File: config.mk
export PLATFORM = sky130hd
export DESIGN_NAME = apple_spawner
export DESIGN_NICKNAME = d
export VERILOG_FILES = /design/src/rtl/snake_pkg.sv /design/src/rtl/apple_lfsr.sv /design/src/rtl/apple_spawner.sv
export SDC_FILE = /design/constraint.sdc
export NUM_CORES = 1
export LEC_CHECK = 0
export CAP_MARGIN = 10
export CELL_PAD_IN_SITES_DETAIL_PLACEMENT = 1
export CELL_PAD_IN_SITES_GLOBAL_PLACEMENT = 1
export CORE_ASPECT_RATIO = 1.4
export CORE_MARGIN = 2
export CORE_UTILIZATION = 30
export CTS_BUF_LIST = sky130_fd_sc_hd__clkbuf_4 sky130_fd_sc_hd__clkbuf_8
export CTS_CLUSTER_DIAMETER = 150
export DETAILED_ROUTE_END_ITERATION = 16
export PLACE_DENSITY_LB_ADDON = 0.1
export SKIP_CTS_REPAIR_TIMING = 1
export SYNTH_ARGS = -nofsm -noshare
export SYNTH_HDL_FRONTEND = slang
export SYNTH_SLANG_ARGS = --single-unit
File: constraint.sdc
create_clock -name pclk -period 4.1 [get_ports pclk]
set_input_delay 0.82 -clock pclk [delete_from_list [all_inputs] [get_ports pclk]]
set_output_delay 0.82 -clock pclk [all_outputs]
set_load 0.05 [all_outputs]
File: src/rtl/snake_pkg.sv
// Shared snake-game definitions: playfield defaults, apple LFSR constants,
// the apple spawner state encoding and the LFSR step helper.
package snake_pkg;

    localparam int          GRID_COLS_DEF = 64;
    localparam int          GRID_ROWS_DEF = 48;
    localparam int          MAX_TRIES_DEF = 255;
    localparam logic [15:0] LFSR_MASK     = 16'hB400;
    localparam logic [15:0] LFSR_SEED_DEF = 16'hACE1;

    typedef enum logic [2:0] {
        IDLE   = 3'd0,
        PICK   = 3'd1,
        QUERY  = 3'd2,
        WAIT   = 3'd3,
        SQUERY = 3'd4,
        SWAIT  = 3'd5,
        COMMIT = 3'd6
    } apple_state_t;

    // One right shift of the Galois LFSR; the mask is folded in when bit 0 falls out.
    function automatic logic [15:0] lfsr_step(input logic [15:0] cur);
        logic [15:0] nxt;
        nxt = {1'b0, cur[15:1]};
        if (cur[0]) begin
            nxt = nxt ^ LFSR_MASK;
        end else begin
            nxt = nxt;
        end
        return nxt;
    endfunction

endpackage

File: src/rtl/apple_lfsr.sv
// Free-running 16-bit Galois LFSR feeding apple candidates. It never pauses,
// so the moment the player eats an apple decides which value gets used.
module apple_lfsr
    import snake_pkg::*;
#(
    parameter logic [15:0] SEED = LFSR_SEED_DEF
) (
    input  logic        pclk,
    input  logic        rst,
    output logic [15:0] value
);

    logic [15:0] lfsr_r;

    // Advance every cycle; reload the (nonzero) seed on reset.
    always_ff @(posedge pclk) begin
        if (rst) begin
            lfsr_r <= SEED;
        end else begin
            lfsr_r <= lfsr_step(lfsr_r);
        end
    end

    assign value = lfsr_r;

endmodule

File: src/rtl/apple_spawner.sv
// Picks the grid cell for a new apple after a new game or after the snake
// eats the current apple. Random candidates outside the grid are rejected;
// with APPLE_COLLISION_CHECK_EN defined, candidates on the snake are rejected
// too and a linear scan takes over after MAX_TRIES misses. The chosen cell is
// only published during vertical blanking so draw_apple never moves mid-frame.
module apple_spawner
    import snake_pkg::*;
#(
    parameter int          GRID_COLS = GRID_COLS_DEF,
    parameter int          GRID_ROWS = GRID_ROWS_DEF,
    parameter logic [15:0] LFSR_SEED = LFSR_SEED_DEF,
    parameter int          MAX_TRIES = MAX_TRIES_DEF
) (
    input  logic       pclk,
    input  logic       rst,
    input  logic       start,
    input  logic       eaten,
    input  logic       vblnk_in,
    input  logic       occupied,
    output logic [6:0] query_x,
    output logic [5:0] query_y,
    output logic       query_valid,
    output logic [6:0] apple_x,
    output logic [5:0] apple_y,
    output logic       apple_valid,
    output logic       busy,
    output logic       full
);

    localparam logic [7:0] COLS_C      = 8'(GRID_COLS);
    localparam logic [6:0] ROWS_C      = 7'(GRID_ROWS);
    localparam logic [7:0] MAX_TRIES_C = 8'(MAX_TRIES);

    logic [15:0]  lfsr_s;
    logic         cand_ok_s;
    logic         unused_s;

    apple_state_t state_r, state_nx_s;
    logic [7:0]   tries_r, tries_nx_s;
    logic [6:0]   cand_x_r, cand_x_nx_s;
    logic [5:0]   cand_y_r, cand_y_nx_s;
    logic [6:0]   query_x_r, query_x_nx_s;
    logic [5:0]   query_y_r, query_y_nx_s;
    logic         query_valid_r, query_valid_nx_s;
    logic [6:0]   apple_x_r, apple_x_nx_s;
    logic [5:0]   apple_y_r, apple_y_nx_s;
    logic         apple_valid_r, apple_valid_nx_s;
    logic         busy_r, busy_nx_s;
    logic         full_r, full_nx_s;
`ifdef APPLE_COLLISION_CHECK_EN
    localparam logic [6:0] LAST_X_C = 7'(GRID_COLS - 1);
    localparam logic [5:0] LAST_Y_C = 6'(GRID_ROWS - 1);
    logic [6:0]   scan_x_r, scan_x_nx_s;
    logic [5:0]   scan_y_r, scan_y_nx_s;
`endif

    apple_lfsr #(.SEED(LFSR_SEED)) u_lfsr (
        .pclk  (pclk),
        .rst   (rst),
        .value (lfsr_s)
    );

    // Unsigned range check widened by one bit so a full 128/64 grid works.
    assign cand_ok_s = ({1'b0, lfsr_s[6:0]} < COLS_C) && ({1'b0, lfsr_s[13:8]} < ROWS_C);

`ifdef APPLE_COLLISION_CHECK_EN
    assign unused_s = ^{lfsr_s[15:14], lfsr_s[7]};
`else
    assign unused_s = ^{lfsr_s[15:14], lfsr_s[7], occupied};
`endif

    // Next-state and next-register values; start restarts from any state.
    always_comb begin
        state_nx_s       = state_r;
        tries_nx_s       = tries_r;
        cand_x_nx_s      = cand_x_r;
        cand_y_nx_s      = cand_y_r;
        query_x_nx_s     = query_x_r;
        query_y_nx_s     = query_y_r;
        query_valid_nx_s = 1'b0;
        apple_x_nx_s     = apple_x_r;
        apple_y_nx_s     = apple_y_r;
        apple_valid_nx_s = apple_valid_r;
        full_nx_s        = full_r;
`ifdef APPLE_COLLISION_CHECK_EN
        scan_x_nx_s      = scan_x_r;
        scan_y_nx_s      = scan_y_r;
`endif
        if (start) begin
            state_nx_s       = PICK;
            tries_nx_s       = 8'd0;
            apple_valid_nx_s = 1'b0;
            full_nx_s        = 1'b0;
        end else begin
            case (state_r)
                IDLE: begin
                    if (eaten) begin
                        state_nx_s       = PICK;
                        tries_nx_s       = 8'd0;
                        apple_valid_nx_s = 1'b0;
                    end else begin
                        state_nx_s = IDLE;
                    end
                end
                PICK: begin
                    if (tries_r == MAX_TRIES_C) begin
`ifdef APPLE_COLLISION_CHECK_EN
                        scan_x_nx_s      = 7'd0;
                        scan_y_nx_s      = 6'd0;
                        query_x_nx_s     = 7'd0;
                        query_y_nx_s     = 6'd0;
                        query_valid_nx_s = 1'b1;
                        state_nx_s       = SQUERY;
`else
                        cand_x_nx_s = 7'd0;
                        cand_y_nx_s = 6'd0;
                        state_nx_s  = COMMIT;
`endif
                    end else if (cand_ok_s) begin
                        cand_x_nx_s = lfsr_s[6:0];
                        cand_y_nx_s = lfsr_s[13:8];
`ifdef APPLE_COLLISION_CHECK_EN
                        query_x_nx_s     = lfsr_s[6:0];
                        query_y_nx_s     = lfsr_s[13:8];
                        query_valid_nx_s = 1'b1;
                        state_nx_s       = QUERY;
`else
                        state_nx_s  = COMMIT;
`endif
                    end else begin
                        tries_nx_s = tries_r + 8'd1;
                    end
                end
`ifdef APPLE_COLLISION_CHECK_EN
                QUERY: begin
                    state_nx_s = WAIT;
                end
                WAIT: begin
                    if (occupied) begin
                        tries_nx_s = tries_r + 8'd1;
                        state_nx_s = PICK;
                    end else begin
                        state_nx_s = COMMIT;
                    end
                end
                SQUERY: begin
                    state_nx_s = SWAIT;
                end
                SWAIT: begin
                    if (!occupied) begin
                        cand_x_nx_s = scan_x_r;
                        cand_y_nx_s = scan_y_r;
                        state_nx_s  = COMMIT;
                    end else if ((scan_x_r == LAST_X_C) && (scan_y_r == LAST_Y_C)) begin
                        full_nx_s        = 1'b1;
                        apple_valid_nx_s = 1'b0;
                        state_nx_s       = IDLE;
                    end else begin
                        if (scan_x_r == LAST_X_C) begin
                            scan_x_nx_s = 7'd0;
                            scan_y_nx_s = scan_y_r + 6'd1;
                        end else begin
                            scan_x_nx_s = scan_x_r + 7'd1;
                            scan_y_nx_s = scan_y_r;
                        end
                        query_x_nx_s     = scan_x_nx_s;
                        query_y_nx_s     = scan_y_nx_s;
                        query_valid_nx_s = 1'b1;
                        state_nx_s       = SQUERY;
                    end
                end
`endif
                COMMIT: begin
                    if (vblnk_in) begin
                        apple_x_nx_s     = cand_x_r;
                        apple_y_nx_s     = cand_y_r;
                        apple_valid_nx_s = 1'b1;
                        state_nx_s       = IDLE;
                    end else begin
                        state_nx_s = COMMIT;
                    end
                end
                default: begin
                    state_nx_s = IDLE;
                end
            endcase
        end
        busy_nx_s = (state_nx_s != IDLE);
    end

    // State register.
    always_ff @(posedge pclk) begin
        if (rst) begin
            state_r <= IDLE;
        end else begin
            state_r <= state_nx_s;
        end
    end

    // Counter, candidate and output registers.
    always_ff @(posedge pclk) begin
        if (rst) begin
            tries_r       <= 8'd0;
            cand_x_r      <= 7'd0;
            cand_y_r      <= 6'd0;
            query_x_r     <= 7'd0;
            query_y_r     <= 6'd0;
            query_valid_r <= 1'b0;
            apple_x_r     <= 7'd0;
            apple_y_r     <= 6'd0;
            apple_valid_r <= 1'b0;
            busy_r        <= 1'b0;
            full_r        <= 1'b0;
`ifdef APPLE_COLLISION_CHECK_EN
            scan_x_r      <= 7'd0;
            scan_y_r      <= 6'd0;
`endif
        end else begin
            tries_r       <= tries_nx_s;
            cand_x_r      <= cand_x_nx_s;
            cand_y_r      <= cand_y_nx_s;
            query_x_r     <= query_x_nx_s;
            query_y_r     <= query_y_nx_s;
            query_valid_r <= query_valid_nx_s;
            apple_x_r     <= apple_x_nx_s;
            apple_y_r     <= apple_y_nx_s;
            apple_valid_r <= apple_valid_nx_s;
            busy_r        <= busy_nx_s;
            full_r        <= full_nx_s;
`ifdef APPLE_COLLISION_CHECK_EN
            scan_x_r      <= scan_x_nx_s;
            scan_y_r      <= scan_y_nx_s;
`endif
        end
    end

    assign query_x     = query_x_r;
    assign query_y     = query_y_r;
    assign query_valid = query_valid_r;
    assign apple_x     = apple_x_r;
    assign apple_y     = apple_y_r;
    assign apple_valid = apple_valid_r;
    assign busy        = busy_r;
    assign full        = full_r;

endmodule

==> results.toml, run 1 <==
[outcome]
status = "finished clean"

[setup_path]
path_cells = "clkdlybuf4s50_1"
crit_path_max_fanout = 2
critPathMaxStageDelay_ns = 0.80
cp.arrival_ns = 1.45
cpLargestDelayFamily = "buffers and inverters"
cp.required_ns = 3.28
reg2reg_slack_ns = 2.24
critical_path_buf_inv_count = 1
r2r_cells = 4
crit_type = "flip-flop to primary output"
path_depth = 1
end_kind = "primary output"
r2r_end = "tries_r[5]$_SDFFE_PP0P_"
critPathSlowestCell = "clkdlybuf4s50_1"
cp-start-kind = "flip-flop"
r2r_start = "state_r[0]$_SDFF_PP0_"

[global_routing]
grtUsageTotal_pct = 12.2
grt_pass1_vias = 1457
antenna_found_initial = 0
grt_max_degree = 39
grt_pass1_wl_um = 7070
grt_overflow = 0

[synthesis]
ys.warnings.count = 0
ys_seq_area_share_pct = 54.1
netlist.area_leader.share_pct = 54.1
yosysTopAreaCell = "dfxtp_1"
synth_common_cells = "dfxtp_1, nor2_1, buf_4, mux2i_1, a22o_1"
synthArstFlopShare_pct = 0
syn_area_mm2 = 0.00203
synth.most_common_cell = "dfxtp_1"
synth-seq-cells = 55
synthDistinctLibCells = 37
synthCells = 195
synth_ff_type = "dfxtp_1"
avgSynthCellArea_um2 = 10.4
synth_edf_count = 0
synth_area_leaders = "dfxtp_1, mux2i_1, buf_4"

[job]
drv_cap = 0

[cells_and_area]
area_growth_pct = 16.8
fill_cells = 750
n_antenna_cell = 0
drive_above_1_share_pct = 10.2
finalNonFillerCells = 289
fin_nets = 221

[detailed_routing]
wire_per_inst_um = 14.1
postRouteAntennaNets = 0
drtIter0Drc = 32
vias = 1387
drcViolationCount = 0
drt-total-wl_um = 4090
viasPerCell = 4.80
firstDrtPassIters = 2

[timing]
rsz0062_at_grt = "no"
report.final.slew_viol_count = 0
hold_viol_final = 0
finClkSkew_ns = 0.00766
setup_viol = 0
tns_ns = 0
worst_slew_pin_slew_ns = 0.537
post-route-period-util_pct = 55.4
slew_headroom_pct = 63.7
max_freq_ghz = 0.440
timing.final.crit_period_ns = 2.27

[place]
numPlacedInstances = 281
port_buffers = 19
dpl.hpwl_um = 2870
globalplace.congestion = 0.745

[floorplan]
die_area_mm2 = 0.00747
fp.dieH_um = 101
io_pins = 36
start_util_pct = 31.0
coreArea_mm2 = 0.00657
rows = 35
die_width_um = 73.6

[worst_hold_path]
worstHoldEndpoint = "u_lfsr.value[6]$_SDFF_PP1_"
hp-start = "u_lfsr.value[7]$_SDFF_PP1_"
min_path_type = "flip-flop to flip-flop"
whs_path_depth = 1

[clock_tree]
htreeDepth = 2
clock-sinks = 55
clk_pin_slew_ns = 0.09
clkLatencyLatePin_ns = 0.30
numCtsBuffers = 5
cts_buffer_depth = 2
cts_tree = "built"
clock-root-buffer = "clkbuf_8"

[power_and_ir_drop]
ir_worst_vdd_uv = 200
power.leakage_nw = 0.847
powerDensity_mw_per_mm2 = 442
report_power, final:
part / switching [mW] / internal (mW)
Clock: 0.162 / 0.250
Combinational: 0.0578 / 0.0217
Sequential: 0.00969 / 0.549
cell type report:
class | count | area, um2 | share of cell area, %
Multi-Input combinational cell | 125 | 811 | 34.1
Tap cell | 74 | 92.6 | 3.90
Inverter | 4 | 15.0 | 0.632
Clock inverter | 2 | 60.1 | 2.53
Clock buffer | 6 | 76.3 | 3.21
Sequential cell | 55 | 1100 | 46.3
Timing Repair Buffer | 23 | 220 | 9.27
stage by stage:
step                      cell area, um2  hold WS, ns  util [%]  power (mW)  worst slack, ns
after floorplan                     2090        0.389         -       0.646             2.16
after global placement              2240        0.408      34.1       0.648             1.78
after detailed placement            2240        0.403      34.1       0.650             1.69
after CTS                           2380        0.414      36.2        1.07             1.80
after global routing                2380        0.445      36.2        1.10             1.76
final                               2380        0.410      36.2        1.05             1.83
worst max path at each step:
| stage | start | to | slack [ns] |
|---|---|---|---|
| 2_1_floorplan | start | apple_x[0]$_SDFFE_PP0P_ | 2.16 |
| 3_3_place_gp | start | apple_x[5]$_SDFFE_PP0P_ | 1.78 |
| 3_5_place_dp | start | apple_x[5]$_SDFFE_PP0P_ | 1.69 |
| 4_1_cts | apple_x[6]$_SDFFE_PP0P_ | apple_x[6] | 1.80 |
| 5_1_grt | apple_x[0]$_SDFFE_PP0P_ | apple_x[0] | 1.76 |
| 6_report | apple_x[6]$_SDFFE_PP0P_ | apple_x[6] | 1.83 |
routing by layer:
layer | vias up | global-route usage, % | share of wire [%]
met1 | 686 | 14.5 | 43
met5 | - | 0 | 0
met3 | 6 | 2.89 | 2.5
met2 | 14 | 20.9 | 52
li1 | 681 | - | -
met4 | 0 | 4.90 | 1.8
sequential cells by signal, indices dropped and copies added, names as in the netlist:
signal        flops
apple_valid       1
apple_x           7
apple_y           6
busy              1
cand_x_r          7
cand_y_r          6
state_r           3
tries_r           8
u_lfsr.value     16
logic make-up after synthesis:
family / count (synthesis) / share of synthesized area (%)
buffers and inverters: 29 / 8.61
multiplexers: 13 / 6.40
flip-flops: 55 / 54.1
AO/OA/AOI/OAI: 36 / 12.7
other: 1 / 0.184
adder cells (fa/ha/maj): 1 / 0.615
AND/OR/NAND/NOR: 55 / 15.3
XOR/XNOR: 5 / 2.15
cells in the final DEF, fill, tap and decap left out, drive strengths merged, types with 7 or more instances in the layout:
cell and n:
dfxtp 55, nor2 19, clkdlybuf4s50 19, conb 15, mux2i 13, a22o 12, a21oi 7, nor2b 7
No activity file was read; power rests on OpenSTA's default activity.
==> inputs of run 2 (changes only) <==
- clock period: 4.1 -> 2.1 ns (I/O delays scaled with it)
==> run 2 against run 1 <==
Against the previous run:
- sequential share of layout area increased by 0.29 points
- register-to-register slack worse by 1.9 ns
- sequential power up 95%
- combinational power is 110% higher
- die area unchanged
- setup slack worse by 1.6 ns
- clock power increased by 47%
- wire length increased by 6.8%
- via count is 3.0% higher
- design area down 0.63%
- worst hold slack improved by 0.014 ns
- critical path type unchanged
==> results.toml, run 2 (synthesized netlist as in run 1, its figures left out) <==
[outcome]
status = "finished clean"

[timing]
finClkSkew_ns = 0.00749
max_freq_ghz = 0.522
tns_ns = 0
report.final.slew_viol_count = 0
slew_headroom_pct = 65.6
post-route-period-util_pct = 91.3
timing.final.crit_period_ns = 1.92
hold_viol_final = 0
setup_viol = 0
worst_slew_pin_slew_ns = 0.514
layout_setup_ws_ns = 0.183
rsz0062_at_grt = "no"
whs_ns = 0.424

[clock_tree]
cts_buffer_depth = 2
clock-sinks = 55
clkLatencyLatePin_ns = 0.31
cts_tree = "built"
clock-root-buffer = "clkbuf_8"
numCtsBuffers = 5
htreeDepth = 2
clk_pin_slew_ns = 0.09

[cells_and_area]
drive_above_1_share_pct = 11.5
n_antenna_cell = 0
final_util_pct = 35.9
area_growth_pct = 16.1
fin_nets = 225
final_common_cell = "dfxtp_1"
largest_reg_flops = 16
stdcell_area_mm2 = 0.00236
layout_common_cells = "dfxtp_1, nor2_1, clkdlybuf4s50_1"

[detailed_routing]
firstDrtPassIters = 4
postRouteAntennaNets = 0
drtIter0Drc = 68
vias = 1428
drt-total-wl_um = 4370
drcViolationCount = 0
wire_per_inst_um = 15.0
viasPerCell = 4.89

[floorplan]
start_util_pct = 31.0
rows = 35
die_width_um = 73.6
coreArea_mm2 = 0.00657
fp.dieH_um = 101
io_pins = 36
die_area_mm2 = 0.00747

[place]
globalplace.congestion = 0.755
port_buffers = 19
placed_cell_area_mm2 = 0.00227
pre_cts_ws_ns = 0.251
dpl.hpwl_um = 3090

[power_and_ir_drop]
power.leakage_nw = 0.846
ir_worst_vdd_uv = 337
powerDensity_mw_per_mm2 = 786

[setup_path]
crit_type = "flip-flop to primary output"
cp.arrival_ns = 1.50
critical_path_buf_inv_count = 1
cpLargestDelayFamily = "buffers and inverters"
cp.required_ns = 1.68
critPathMaxStageDelay_ns = 0.82
crit_path_max_fanout = 2
critPathSlowestCell = "clkdlybuf4s50_1"
path_cells = "clkdlybuf4s50_1"
r2r_start = "tries_r[0]$_SDFFE_PP0P_"
end_kind = "primary output"
cp-startpoint = "apple_x[6]$_SDFFE_PP0P_"
cp-start-kind = "flip-flop"

[job]
drv_cap = 0

[global_routing]
antenna_found_initial = 0
grt_max_degree = 24
grtUsageTotal_pct = 12.5
grt_overflow = 0
grt_pass1_vias = 1476
grt_pass1_wl_um = 7250

[worst_hold_path]
min_path_type = "flip-flop to flip-flop"
hp-start = "u_lfsr.value[7]$_SDFF_PP1_"
run 2: changes by cell type in the layout (fill, tap and decap cells not counted), sizes merged:
cell | before | now
buf | 4 | 8
bufinv | 2 | 0
inv | 4 | 5
run 2: cell type report:
class                   instances  area (um2)
inverters                       4        15.0
multi-input cells             125         811
clock inverters                 1        8.76
clock buffers                   6        82.6
fillers                       752        4210
flip-flops and latches         55        1100
well taps                      74        92.6
repair buffers                 27         250
run 2: per-layer routing:
| metal | GRT usage (%) | routed length (um) | vias up |
|---|---|---|---|
| li1 | - | - | 693 |
| met1 | 14.1 | 1800 | 710 |
| met2 | 22.5 | 2390 | 18 |
| met3 | 2.99 | 108 | 7 |
| met4 | 4.20 | 72 | 0 |
| met5 | 0 | 0 | - |
run 2: final timing paths:
path | endpoint | slack (ns) | cells after the start
worst max-delay path | apple_x[6] | 0.18 | 1
worst min-delay path | u_lfsr.value[6]$_SDFF_PP1_ | 0.42 | 1
worst max register to register | tries_r[7]$_SDFFE_PP0P_ | 0.30 | 5
worst min register to register | u_lfsr.value[6]$_SDFF_PP1_ | 0.42 | 1
run 2: where the power goes:
group / switching, mW / internal [mW]
Clock: 0.338 / 0.266
Sequential: 0.0186 / 1.07
Combinational: 0.115 / 0.0473
Total: 0.472 / 1.38
run 2: stage by stage:
step / cells / total power [mW]
2_1_floorplan: 209 / 1.26
3_3_place_gp: 285 / 1.27
3_5_place_dp: 285 / 1.28
4_1_cts: 292 / 1.89
5_1_grt: 292 / 1.94
6_report: 292 / 1.86
run 2: worst register-to-register path: cells and delay by family, from the launching register on:
| family | cells | cell delay, ns |
|---|---|---|
| AO/OA/AOI/OAI | 2 | 0.42 |
| AND/OR/NAND/NOR | 2 | 0.75 |
| adder cells (fa/ha/maj) | 1 | 0.22 |
| flip-flops | 1 | 0.35 |
